`src/rtl/systolic_feeder_if.sv`:
```
// Feeder bus: activation row handshake, weight load and the skewed X / W outputs
// toward the systolic array. Master drives rows/weights, slave is the feeder.
interface systolic_feeder_if #(
   parameter int N          = 3,
   parameter int K          = 4,
   parameter int DATA_WIDTH = 8
);
   logic                         in_valid;
   logic                         in_ready;
   logic [DATA_WIDTH*N-1:0]      in_data;
   logic                         w_load;
   logic [DATA_WIDTH*N*K-1:0]    w_in;
   logic [DATA_WIDTH*N-1:0]      X;
   logic [DATA_WIDTH*N*K-1:0]    W;
   logic                         x_valid;
   logic                         done;

   modport master (
      output in_valid, in_data, w_load, w_in,
      input  in_ready, X, W, x_valid, done
   );

   modport slave (
      input  in_valid, in_data, w_load, w_in,
      output in_ready, X, W, x_valid, done
   );
endinterface

```
`src/rtl/systolic_feeder.sv`:
```
// Systolic array input stage: buffers an M x N activation matrix and streams it
// diagonally skewed onto X. Define FEEDER_DOUBLE_BUF_EN for ping/pong row buffers.
module systolic_feeder_lane #(
   parameter int M          = 5,
   parameter int DATA_WIDTH = 8,
   parameter int TW         = 3,
   parameter int LANE       = 0
) (
   input  logic [TW-1:0]                t,
   input  logic [M-1:0][DATA_WIDTH-1:0] col,
   output logic [DATA_WIDTH-1:0]        x
);
   // Lane n shows row t-n; outside the matrix the lane carries zero.
   always_comb begin
      x = '0;
      for (int r = 0; r < M; r++)
         if (int'(t) == r + LANE) x = col[r];
   end
endmodule

module systolic_feeder #(
   parameter int M          = 5,
   parameter int N          = 3,
   parameter int K          = 4,
   parameter int DATA_WIDTH = 8
) (
   input logic              clk,
   input logic              rst,
   systolic_feeder_if.slave bus
);
   localparam int RW = (M > 1) ? $clog2(M) : 1;
   localparam int TW = (M + N - 1 > 1) ? $clog2(M + N - 1) : 1;

   typedef enum logic [1:0] {LOAD, STREAM, DONE} state_t;

   state_t                              state_q, state_d;
   logic [RW-1:0]                       row_cnt_q;
   logic [TW-1:0]                       t_q, t_d;
   logic [N-1:0][DATA_WIDTH-1:0]        row_in, x_q, x_d, lane_x;
   logic [N-1:0][M-1:0][DATA_WIDTH-1:0] cols;
   logic [M-1:0][N-1:0][DATA_WIDTH-1:0] sbuf;
   logic [DATA_WIDTH*N*K-1:0]           w_q;
   logic                                xv_q, xv_d, done_q, done_d;
   logic                                in_ready, beat, last_row;

`ifdef FEEDER_DOUBLE_BUF_EN
   logic [1:0][M-1:0][N-1:0][DATA_WIDTH-1:0] rows_q;
   logic [1:0] full_q, full_d;
   logic       lb_q, lb_d, sb_q, sb_d;   // bank being loaded / bank being streamed
   assign in_ready = !full_q[lb_q];
   assign sbuf     = rows_q[sb_q];
`else
   logic [M-1:0][N-1:0][DATA_WIDTH-1:0] rows_q;
   assign in_ready = (state_q == LOAD);
   assign sbuf     = rows_q;
`endif

   assign row_in   = bus.in_data;
   assign beat     = bus.in_valid && in_ready;
   assign last_row = beat && (row_cnt_q == RW'(M - 1));

   for (genvar n = 0; n < N; n++) begin : g_lane
      for (genvar r = 0; r < M; r++) begin : g_col
         assign cols[n][r] = sbuf[r][n];
      end
      systolic_feeder_lane #(.M(M), .DATA_WIDTH(DATA_WIDTH), .TW(TW), .LANE(n)) u_lane (
         .t   (t_q),
         .col (cols[n]),
         .x   (lane_x[n])
      );
   end

   always_comb begin
      state_d = state_q;
      t_d     = t_q;
      x_d     = '0;
      xv_d    = 1'b0;
      done_d  = 1'b0;
`ifdef FEEDER_DOUBLE_BUF_EN
      lb_d   = lb_q;
      sb_d   = sb_q;
      full_d = full_q;
      if (last_row) begin
         full_d[lb_q] = 1'b1;
         lb_d         = ~lb_q;
      end
`endif
      case (state_q)
         LOAD: if (last_row) begin
            state_d = STREAM;
            t_d     = '0;
`ifdef FEEDER_DOUBLE_BUF_EN
            sb_d    = lb_q;
`endif
         end
         STREAM: begin
            x_d  = lane_x;
            xv_d = 1'b1;
            t_d  = t_q + 1'b1;
            if (t_q == TW'(M + N - 2)) begin
               state_d = DONE;
               t_d     = '0;
            end
         end
         DONE: begin
            done_d  = 1'b1;
            state_d = LOAD;
`ifdef FEEDER_DOUBLE_BUF_EN
            // A bank completed on this very edge still counts as ready to stream.
            full_d[sb_q] = 1'b0;
            if (full_d[~sb_q]) begin
               state_d = STREAM;
               sb_d    = ~sb_q;
            end
`endif
         end
         default: state_d = LOAD;
      endcase
   end

   always_ff @(posedge clk or negedge rst) begin
      if (!rst) begin
         state_q   <= LOAD;
         row_cnt_q <= '0;
         t_q       <= '0;
         x_q       <= '0;
         xv_q      <= 1'b0;
         done_q    <= 1'b0;
         w_q       <= '0;
`ifdef FEEDER_DOUBLE_BUF_EN
         lb_q      <= 1'b0;
         sb_q      <= 1'b0;
         full_q    <= '0;
`endif
      end else begin
         state_q <= state_d;
         t_q     <= t_d;
         x_q     <= x_d;
         xv_q    <= xv_d;
         done_q  <= done_d;
         if (beat) row_cnt_q <= last_row ? '0 : row_cnt_q + 1'b1;
         if (bus.w_load && state_q == LOAD) w_q <= bus.w_in;
`ifdef FEEDER_DOUBLE_BUF_EN
         lb_q    <= lb_d;
         sb_q    <= sb_d;
         full_q  <= full_d;
`endif
      end
   end

   // Row storage carries no reset; contents are only read after a full load.
   always_ff @(posedge clk) begin
`ifdef FEEDER_DOUBLE_BUF_EN
      if (beat) rows_q[lb_q][row_cnt_q] <= row_in;
`else
      if (beat) rows_q[row_cnt_q] <= row_in;
`endif
   end

   assign bus.in_ready = in_ready;
   assign bus.X        = x_q;
   assign bus.W        = w_q;
   assign bus.x_valid  = xv_q;
   assign bus.done     = done_q;
endmodule

```
`src/flat_wrapper.sv`:
```
// flat-port wrapper written by rule: the top's interface ports become plain ports
module systolic_feeder_flat 
#(
   parameter int M          = 5,
   parameter int N          = 3,
   parameter int K          = 4,
   parameter int DATA_WIDTH = 8
)
  (clk, rst, bus_in_valid, bus_in_data, bus_w_load, bus_w_in, bus_in_ready, bus_X, bus_W, bus_x_valid, bus_done);
  systolic_feeder_if #(.N(N), .K(K), .DATA_WIDTH(DATA_WIDTH)) bus_i ();
  input logic clk;
  input logic rst;
  input wire logic [$bits(bus_i.in_valid)-1:0] bus_in_valid;
  input wire logic [$bits(bus_i.in_data)-1:0] bus_in_data;
  input wire logic [$bits(bus_i.w_load)-1:0] bus_w_load;
  input wire logic [$bits(bus_i.w_in)-1:0] bus_w_in;
  output wire logic [$bits(bus_i.in_ready)-1:0] bus_in_ready;
  output wire logic [$bits(bus_i.X)-1:0] bus_X;
  output wire logic [$bits(bus_i.W)-1:0] bus_W;
  output wire logic [$bits(bus_i.x_valid)-1:0] bus_x_valid;
  output wire logic [$bits(bus_i.done)-1:0] bus_done;
  assign bus_i.in_valid = bus_in_valid;
  assign bus_i.in_data = bus_in_data;
  assign bus_i.w_load = bus_w_load;
  assign bus_i.w_in = bus_w_in;
  assign bus_in_ready = bus_i.in_ready;
  assign bus_X = bus_i.X;
  assign bus_W = bus_i.W;
  assign bus_x_valid = bus_i.x_valid;
  assign bus_done = bus_i.done;
  systolic_feeder #(.M(M), .N(N), .K(K), .DATA_WIDTH(DATA_WIDTH)) u_core (.clk(clk), .rst(rst), .bus(bus_i));
endmodule
```
`config.mk`:
```
export PLATFORM = sky130hd
export DESIGN_NAME = systolic_feeder_flat
export DESIGN_NICKNAME = d
export VERILOG_FILES = /design/src/rtl/systolic_feeder_if.sv /design/src/rtl/systolic_feeder.sv /design/src/flat_wrapper.sv
export SDC_FILE = /design/constraint.sdc
export NUM_CORES = 1
export LEC_CHECK = 0
export CORE_ASPECT_RATIO = 0.6
export CORE_MARGIN = 5
export CORE_UTILIZATION = 44
export CTS_CLUSTER_DIAMETER = 30
export DETAILED_ROUTE_END_ITERATION = 8
export PLACE_DENSITY = 0.76
export SETUP_SLACK_MARGIN = 0.2
export SLEW_MARGIN = 5
export SYNTH_ARGS = -nofsm -noshare
export SYNTH_HDL_FRONTEND = slang
export SYNTH_SLANG_ARGS = --single-unit
```
`constraint.sdc`:
```
create_clock -name clk -period 3.7 [get_ports clk]
set_input_delay 0.555 -clock clk [delete_from_list [all_inputs] [get_ports clk]]
set_output_delay 0.555 -clock clk [all_outputs]
set_load 0.03 [all_outputs]
```
==> flow_metrics.env <==
export IMPL_floorplan_initialDensity_pct=44.9
export IMPL_timing_max_transition_violations_final=0
export IMPL_num_vias=6046
export IMPL_setup_viol=0
export IMPL_synthDominantAreaCellType="edfxtp_1"
export IMPL_drv_cap=0
export IMPL_final_setup_skew_ns=0.0302
export IMPL_die_area_mm2=0.0247
export IMPL_insertion_delay_ns=0.52
export IMPL_post_cts_resize_count=0
export IMPL_min_path_type="in2async"
export IMPL_layout_cell_area_non_filler_mm2=0.0136
export IMPL_worstPathRequired_ns=4.11
export IMPL_initial_antenna_violation_count=2
export IMPL_cts_reportedPaths_clkPinSlew_ns=0.06
export IMPL_power_total_mw=12.7
export IMPL_unrepaired_setup_endpoints_after_global_routing="false"
export IMPL_htree_levels=2
export IMPL_muxShareOfSynthArea_pct=13.9
export IMPL_synth_avg_cell_area_um2=16.3
export IMPL_placedInstanceArea_mm2=0.0123
export IMPL_arrival_time_of_data_at_the_critical_path_endpoint_ns=3.10
export IMPL_r2r_start="u_core.t_q[2]$_DFFE_PN0P_"
export IMPL_grtUsageTotal_pct=19.3
export IMPL_postCtsSetupBuffers=0
export IMPL_design_final_nets=972
export IMPL_cp_end_kind="flop"
export IMPL_dp_slack_ns=1.24
export IMPL_grt_overflow_total=0
export IMPL_total_wire_length_after_detailed_routing_mm=24.1
export IMPL_synth_seq_cells=250
export IMPL_outcome="finished, final reports clean"
export IMPL_synthTopCellsByArea="edfxtp_1 38%, dfrtp_1 34%, mux2_2 6.8%, mux2_4 6.3%, o21ai_0 2.1%"
export IMPL_power_leakage_nw=5.23
export IMPL_asyncSetResetFlopFracSynth_pct=52.0
export IMPL_synth_area_mm2=0.00950
export IMPL_final_period_minus_worst_setup_slack_ns=2.68
export IMPL_chipHeight_um=124
export IMPL_synthesis_yosys_warnings=0
export IMPL_critPathKind="reg2reg"
export IMPL_grt_max_degree=81
export IMPL_critical_path_peak_fanout=19
export IMPL_remaining_drc_errors=0
export IMPL_startpoint_types="flop"
export IMPL_core_area_mm2=0.0211
export IMPL_count_of_routing_violations_after_the_opening_detailed_route_iteration=399
export IMPL_predominant_post_synthesis_flop_cell="dfrtp_1"
export IMPL_ioPinCount=247
export IMPL_clock_sinks=250
export IMPL_cts_tree="built"
export IMPL_last_weighted_congestion_value_of_the_routability_driven_placer=0.792
export IMPL_critPathLaunch="u_core.t_q[2]$_DFFE_PN0P_"
export IMPL_number_of_buffers_inserted_for_hold_repair_after_clock_tree_synthesis=0
export IMPL_synth_top_cell_area_share_pct=37.9
export IMPL_yosys_cell_count_top_type="dfrtp_1"
export IMPL_final_setup_worst_slack_ns=1.02
export IMPL_number_of_global_route_vias_before_repair=6284
export IMPL_first_pass_grt_wire_length_mm=36.5
export IMPL_num_cts_buffers=37
export IMPL_hold_violations=0
export IMPL_postRouteAntennaNets=0
export IMPL_tns_ns=0
export IMPL_worstMarginPinSlew_ns=0.963
export IMPL_die_width_um=200
export IMPL_numPortBuffers=246
export IMPL_layout_core_utilization_pct=64.4
export IMPL_post_synth_xor_area_fraction_pct=0
export IMPL_routed_wire_length_per_instance_um=20.9
export IMPL_synth_cell_types=38
export IMPL_cts_max_path_buffers=3
export IMPL_mappedNetlistNets=708
export IMPL_top_post_synthesis_cells_by_count="130 x dfrtp_1, 120 x edfxtp_1, 57 x mux2_2, 40 x mux2_4, 40 x o21ai_0"
export IMPL_synth_simple_gate_area_share_pct=4.85
export IMPL_place_detailed_hpwl_mm=15.9
export IMPL_power_density_mw_per_mm2=929
export IMPL_route_detailed_vias_per_inst=5.23
export IMPL_synth_adder_area_share_pct=0.395
export IMPL_synthesis_instances=581
export IMPL_row_count=41
export IMPL_synth_sequential_area_ratio_pct=72.2
export IMPL_dr_pass1_iters=5
export IMPL_final_layout_size_suffix_gt1_share_pct=21.2
export IMPL_worst_ir_drop_vdd_uv=527
export IMPL_synth_compound_area_share_pct=6.39
export IMPL_layout_area_overhead_vs_synth_pct=43.4
export IMPL_timing_max_slew_rel_slack_pct=35.7
export IMPL_fmax_mhz=373
export IMPL_final_worst_path_period_share_pct=72.5
export IMPL_cts_root_buffer="clkbuf_16"
export IMPL_number_of_enable_type_register_cells_in_the_synthesized_netlist=120
export IMPL_combinational_family_with_the_most_area_after_synthesis="multiplexers"
==> cell type report <==
class                           count  area (µm²)
Tap cell                          279         349
Sequential cell                   250        6860
Inverter                            4        15.0
Antenna cell                        2        5.00
Multi-Input combinational cell    292        2470
Fill cell                        1530        7520
Timing Repair Buffer              260        2590
Clock inverter                     23         302
Clock buffer                       45        1030
==> placed cells by master (no fill, tap or decap), drive strengths merged, types with 4 or more instances in the layout <==
master and instances:
mux2 97, buf 15, nor3b 5, dfrtp 130, nor2b 4, nand3b 8, a221oi 8, clkinv 6
nand3 20, nand2 21, a31oi 17, mux2i 8, nor4 4, inv 14, nand2b 4, clkdlybuf4s50 245
clkbuf 45, a22o 9, a21o 5, nor2 13, bufinv 5, o21ai 48, edfxtp 120
==> critical path, cell delays in order (launching register included) <==
cell	delay [ns]
dfrtp_1	0.77
inv_1	0.26
ha_1	0.44
nor3_1	0.71
nand2_1	0.14
a31oi_1	0.26
==> per-layer routing <==
metal	GRT usage [%]	routed length, µm	up-vias
met2	26.7	10600	278
met3	6.08	2200	37
li1	-	-	2712
met4	6.70	513	0
met5	0	0	-
met1	28.9	10800	3019
==> power by group <==
part           leakage (nW)  switching, mW  internal, mW
Combinational          1.92           2.64          2.10
Sequential             2.66          0.473          3.75
Clock                 0.647           1.32          2.37
Total                  5.23           4.42          8.23
==> sequential cells by signal (all words and copies together), names as in the netlist <==
signal / count
u_core.bus.W: 96
u_core.bus.X: 24
u_core.bus.done: 1
u_core.bus.x_valid: 1
u_core.cols: 120
u_core.row_cnt_q: 3
u_core.state_q: 2
u_core.t_q: 3
==> final timing paths <==
| path | to | slack, ns | cells after the start |
|---|---|---|---|
| max in group asynchronous | u_core.bus.W[40]$_DFFE_PN0P_ | 2.82 | 2 |
| setup / recovery | u_core.bus.X[20]$_DFF_PN0_ | 1.02 | 5 |
| setup reg to reg | u_core.bus.X[20]$_DFF_PN0_ | 1.02 | 5 |
| hold / removal | u_core.bus.X[15]$_DFF_PN0_ | 0.09 | 1 |
| min in group clk | u_core.bus.W[73]$_DFFE_PN0P_ | 0.50 | 1 |
| hold reg to reg | u_core.bus.W[73]$_DFFE_PN0P_ | 0.50 | 1 |
==> cell families after synthesis <==
| family | Yosys count |
|---|---|
| muxes | 105 |
| DFF | 250 |
| AOI/OAI and AO/OA | 97 |
| adders and majority gates | 3 |
| buffers and inverters | 39 |
| and+or+nand+nor | 87 |
==> metrics by stage <==
step,instances,hold WS [ns]
finish,1155,0.0901
global route,1155,0.147
CTS,1153,0.106
detailed placement,1085,0.490
global placement,1085,0.473
floorplan,581,0.259
Note: power is estimated with default switching activity, not from simulation.
